<file path="src/rtl/risc_toy_fetch_queue.sv">
// -----------------------------------------------------------------------------
// risc_toy_fetch_queue
//
// Instruction-fetch front end for the RISC_TOY pipeline. Issues one read per
// cycle to a synchronous instruction memory (data returns the following cycle),
// buffers the returned words in a DEPTH-entry FIFO and hands them to decode
// over a valid/ready handshake. A redirect from execute flushes the queue,
// drops any response in flight and restarts fetch at the new PC.
//
// Ports:
//   CLK, RSTN        clock (rising edge) and asynchronous active-low reset
//   IREQ, IADDR      instruction memory read request and word address
//   INSTR            instruction data, valid the cycle after IREQ
//   redirect_valid   execute stage requests a PC change
//   redirect_pc      new fetch word address
//   out_valid        out_instr/out_pc hold a valid entry
//   out_ready        decode accepts the entry
//   out_instr        head-of-queue instruction (0 when empty)
//   out_pc           word address of out_instr (0 when empty)
// -----------------------------------------------------------------------------
module risc_toy_fetch_queue #(
  parameter int          DEPTH    = 4,
  parameter logic [29:0] RESET_PC = 30'h0000_0000
) (
  input  logic        CLK,
  input  logic        RSTN,
  output logic        IREQ,
  output logic [29:0] IADDR,
  input  logic [31:0] INSTR,
  input  logic        redirect_valid,
  input  logic [29:0] redirect_pc,
  output logic        out_valid,
  input  logic        out_ready,
  output logic [31:0] out_instr,
  output logic [29:0] out_pc
);

  localparam int AW = (DEPTH > 1) ? $clog2(DEPTH) : 1;
  localparam int CW = $clog2(DEPTH) + 1;
  localparam logic [CW:0] DEPTH_V = (CW + 1)'(DEPTH);

  logic [29:0]   fetch_pc_q, fetch_pc_d;
  logic          inflight_q, inflight_d;
  logic [29:0]   inflight_pc_q, inflight_pc_d;
  logic [CW-1:0] count_q, count_d;
  logic [AW-1:0] rd_ptr_q, rd_ptr_d;
  logic [AW-1:0] wr_ptr_q, wr_ptr_d;

  logic [31:0]   fifo_instr_q [DEPTH];
  logic [29:0]   fifo_pc_q    [DEPTH];

  logic [CW:0]   occupancy;
  logic          issue;
  logic          push;
  logic          pop;
  logic          not_empty;

  // The in-flight request holds a reserved slot, so a returning word always
  // has room in the FIFO and no overflow check is needed on push.
  assign occupancy = {1'b0, count_q} + {{CW{1'b0}}, inflight_q};
  assign issue     = RSTN && !redirect_valid && (occupancy < DEPTH_V);
  assign not_empty = (count_q != '0);

  assign IREQ      = issue;
  assign IADDR     = fetch_pc_q;
  assign out_valid = not_empty && !redirect_valid;
  assign out_instr = not_empty ? fifo_instr_q[rd_ptr_q] : 32'h0;
  assign out_pc    = not_empty ? fifo_pc_q[rd_ptr_q]    : 30'h0;

  // Next-state for the fetch PC, in-flight tracker and FIFO bookkeeping.
  // A redirect overrides everything: the queue empties, the response that
  // arrives this cycle is dropped and fetch restarts at redirect_pc.
  always_comb begin
    fetch_pc_d    = fetch_pc_q;
    inflight_d    = issue;
    inflight_pc_d = inflight_pc_q;
    count_d       = count_q;
    rd_ptr_d      = rd_ptr_q;
    wr_ptr_d      = wr_ptr_q;
    push          = 1'b0;
    pop           = 1'b0;

    if (redirect_valid) begin
      fetch_pc_d = redirect_pc;
      inflight_d = 1'b0;
      count_d    = '0;
      rd_ptr_d   = '0;
      wr_ptr_d   = '0;
    end else begin
      push = inflight_q;
      pop  = out_valid && out_ready;

      if (issue) begin
        inflight_pc_d = fetch_pc_q;
        fetch_pc_d    = fetch_pc_q + 30'd1;
      end

      if (push) begin
        wr_ptr_d = wr_ptr_q + AW'(1);
      end
      if (pop) begin
        rd_ptr_d = rd_ptr_q + AW'(1);
      end

      case ({push, pop})
        2'b10:   count_d = count_q + CW'(1);
        2'b01:   count_d = count_q - CW'(1);
        default: count_d = count_q;
      endcase
    end
  end

  always_ff @(posedge CLK or negedge RSTN) begin
    if (!RSTN) begin
      fetch_pc_q    <= RESET_PC;
      inflight_q    <= 1'b0;
      inflight_pc_q <= 30'h0;
      count_q       <= '0;
      rd_ptr_q      <= '0;
      wr_ptr_q      <= '0;
    end else begin
      fetch_pc_q    <= fetch_pc_d;
      inflight_q    <= inflight_d;
      inflight_pc_q <= inflight_pc_d;
      count_q       <= count_d;
      rd_ptr_q      <= rd_ptr_d;
      wr_ptr_q      <= wr_ptr_d;
    end
  end

  // Entry storage needs no reset: nothing reads it while count is zero.
  always_ff @(posedge CLK) begin
    if (push) begin
      fifo_instr_q[wr_ptr_q] <= INSTR;
      fifo_pc_q[wr_ptr_q]    <= inflight_pc_q;
    end
  end

endmodule
</file>
<file path="config.mk">
export PLATFORM = sky130hd
export DESIGN_NAME = risc_toy_fetch_queue
export DESIGN_NICKNAME = d
export VERILOG_FILES = /design/src/rtl/risc_toy_fetch_queue.sv
export SDC_FILE = /design/constraint.sdc
export NUM_CORES = 1
export LEC_CHECK = 0
export ABC_CLOCK_PERIOD_IN_PS = 3500
export CAP_MARGIN = 20
export CORE_ASPECT_RATIO = 1.5
export CORE_MARGIN = 5
export CORE_UTILIZATION = 55
export CTS_CLUSTER_DIAMETER = 30
export DETAILED_ROUTE_END_ITERATION = 8
export GPL_ROUTABILITY_DRIVEN = 1
export GPL_TIMING_DRIVEN = 0
export PLACE_DENSITY = 0.79
export REMOVE_ABC_BUFFERS = 1
export SYNTH_ARGS = -nofsm -noshare
export SYNTH_HDL_FRONTEND = slang
export SYNTH_SLANG_ARGS = --single-unit
</file>
<file path="constraint.sdc">
create_clock -name CLK -period 3.5 [get_ports CLK]
set_input_delay 0.7 -clock CLK [delete_from_list [all_inputs] [get_ports CLK]]
set_output_delay 0.7 -clock CLK [all_outputs]
set_load 0.005 [all_outputs]
</file>
==> results by group <==
Run status
  • Status: finished clean

Routing
  • Vias/cell: 5.82
  • Post-route ant nets: 0
  • Routed Wire Length: 26.8 mm
  • Via Count: 7335
  • # DRC: 0
  • Drt first pass iters: 7
  • Average routed wire per standard cell: 21.3 um
  • DRT iter0 DRCs: 530

Floorplan
  • Num ports: 160
  • FP Rows: 68
  • Die ar.: 26400 um2
  • Initial Util: 55.6%
  • Die width: 134 um
  • Die height: 197 um
  • Core area: between 20000 and 25000 um2

Pwr
  • Static Leak: between 5 and 6 nW
  • Sequential share of power: 41.1%
  • Switching share of power: 26.7%
  • Switching Power: roughly 3.2 mW
  • Clock share of power: approximately 33%
  • Pwr Density: 734 nW/um2
  • Int Power: around 8.7 mW
  • Power share of the combinational group: 25.5%
  • Maximum VDD drop: 0.000465 V

Setup path
  • Worst EP arrival: 2680 ps
  • Setup Crit Path Kind: primary input to output port
  • Crit path cell chain: clkbuf_4 -> nor2_4 -> nand3_4 -> buf_12 -> inv_6 -> clkdlybuf4s50_1
  • Worst Path Required: 2800 ps
  • CP startpoint kind: primary input
  • Crit path capture type: output port
  • CP peak stage delay: 580 ps
  • Instance count on the critical path: 6
  • CP bufs+invs: 4
  • CP Max Fanout: 44
  • Reg2reg path depth: 7
  • Delay-heaviest family, CP: buffers and inverters
  • Worst path slowest cell: clkdlybuf4s50_1

STA
  • Slew headroom: 44.2%
  • Setup TNS: 0 ps
  • Final setup viols: 0
  • Crit path time final: around 3400 ps
  • Final worst path period share: 96.5%
  • Clk_skew: ~29 ps
  • Final Max Slew Viols: 0
  • RSZ-0062 raised after global routing: no
  • Fmax: 0.296 GHz
  • Final hold slack: 135 ps
  • Least-Margin Pin Slew: 834 ps
  • Final Hold Fails: 0

Yosys
  • Top cells by area, synth: edfxtp_1 58%, dfrtp_1 13%, mux4_2 11%, nand2_1 3.8%, and2_1 3.3%
  • Synth warnings: 0
  • Ys async rst share: between 20% and 30%
  • Mux contribution to synthesized area: between 10% and 20%
  • Synthesized-area fraction occupied by adder cells: 0.646%
  • Synth top area share: 58.3%
  • Synth Instances: 775
  • Post-synth top area cell: edfxtp_1
  • Commonest cells in the synthesized netlist: 248 x edfxtp_1, 129 x nand2_1, 68 x and2_1, 68 x dfrtp_1, 62 x mux4_2
  • EDFF count, synth: approximately 250
  • Post-synth cell types: 55
  • Sequential fraction of the synthesis area: 71.6%
  • Mapped Area: between 10000 and 15000 um2
  • Post-synthesis simple-gate area fraction: 11.2%
  • Cell with the most instances after synthesis: edfxtp_1
  • Combinational family with the most area after synthesis: simple AND/OR/NAND/NOR gates
  • Synth Area in Compound Gates: 3.04%
  • Xor/xnor cell area share of the yosys netlist: less than 1%
  • Post-synth top flop: edfxtp_1
  • Post-synthesis sequential element count: approximately 320
  • Syn_area_per_cell: 16.5 um2

Layout
  • Nets: 1020
  • Area occupied by multi-input gates: around 3500 um2
  • Filler cells: 1501
  • Fin cells: 1260
  • Layout cells sized above 1: 17.0%
  • Final Core Density: 70.4%
  • N_diodes: 0
  • P&R area growth vs syn: 26.5%
  • Sequential cell area: 9160 um2

CTS
  • # clock sinks: 316
  • Longest Clk Path Bufs: 3
  • Root Buffer: clkbuf_16
  • Clock-pin slew on the worst setup and hold paths: 60 ps
  • CTS tree: built
  • H-tree Lvls: 2
  • Clock latency on the worst-skew pair: 530 ps
  • TritonCTS buffer count: 40

Job
  • Max-Cap Viols: 0

Place
  • Dpl cells: 1181
  • GPL Wtd Cong: 0.830
  • Port Buffer Count: approximately 160
  • Placed wire-length estimate: 16.0 mm

Global routing
  • Tot GR Track Use: 20.8%
  • Pin count of the biggest net entering global routing: 72
  • Via count of the first global-routing pass: just under 8k
  • Global route total overflow: 0
  • Initial antenna violation count: 0
  • First-pass GRT wire length: 43.0 mm

Min path
  • Hold Path Class: primary input to asynchronous set/reset pin
==> power by group through the flow <==
stage	Combinational (mW)	Sequential [mW]	Clock, mW
4_1_cts	3.10	4.88	4.05
6_report	3.02	4.88	3.96
5_1_grt	3.30	4.93	4.22
2_1_floorplan	1.33	4.99	0
3_5_place_dp	2.91	5.03	0
3_3_place_gp	2.73	5.16	0
==> cell type report <==
cell class                      count  share of cell area [%]
Tap cell                          280                    2.17
Timing Repair Buffer              171                    11.5
Sequential cell                   316                    56.6
Inverter                            7                   0.193
Multi-Input combinational cell    412                    21.3
Clock buffer                       51                    6.77
Clock inverter                     23                    1.42
==> worst paths after layout <==
kind                              startpoint  slack, ps                end
setup / recovery              redirect_valid        120               IREQ
min in group CLK           inflight_pc_q[22]        510   fifo_pc_q[3][22]
hold reg to reg            inflight_pc_q[22]        510   fifo_pc_q[3][22]
setup reg to reg                  inflight_q        880          IADDR[19]
max in group asynchronous               RSTN       2910        rd_ptr_q[0]
hold / removal                          RSTN        130  inflight_pc_q[14]
==> registers in the layout (all words and copies together), names as in the netlist <==
register       cells
fifo_instr_q     128
fifo_pc_q        120
IADDR             30
inflight_pc_q     30
count_q            3
rd_ptr_q           2
wr_ptr_q           2
inflight_q         1
==> placed cells by master (no fill, tap or decap), types with 6 or more instances in the layout <==
cell	n
mux4_2	62
and2_1	64
clkbuf_16	42
inv_6	7
edfxtp_1	248
inv_1	6
buf_16	6
clkdlybuf4s50_1	157
o211ai_1	9
o21ai_0	18
nor2_1	15
dfrtp_1	66
clkbuf_1	8
nand4_1	11
nand2_1	129
xor2_1	6
nand3_1	14
==> routing by layer <==
layer / vias up / track usage, % / wire, um
li1: 3321 / - / -
met1: 3681 / 27.0 / 10600
met2: 272 / 35.4 / 13900
met3: 61 / 3.91 / 1470
met4: 0 / 7.74 / 806
met5: - / 0 / 0
==> stage by stage <==
stage | setup WS (ps) | total power, mW | instance area (um2)
final | 121 | 11.9 | 16200
after global routing | 10.3 | 12.5 | 16200
after global placement | -4640 | 7.88 | 14500
after CTS | 29.2 | 12.0 | 16200
after floorplan | -542 | 6.32 | 12600
after detailed placement | -1160 | 7.94 | 14700
==> repair_timing <==
action,4_1_cts,5_1_grt
gates resized for setup,6,2
hold buffers,0,0
setup buffers,4,0
setup endpoints to repair,57,1
cloned,1,0
pin swaps,1,0
==> logic make-up after synthesis <==
logic type / after synthesis
DFF: 316
and+or+nand+nor: 274
muxes: 64
AOI/OAI and AO/OA: 56
buffers and inverters: 48
xor gates and xnor gates: 11
adders and majority gates: 6
Note: power is estimated with default switching activity, not from simulation.
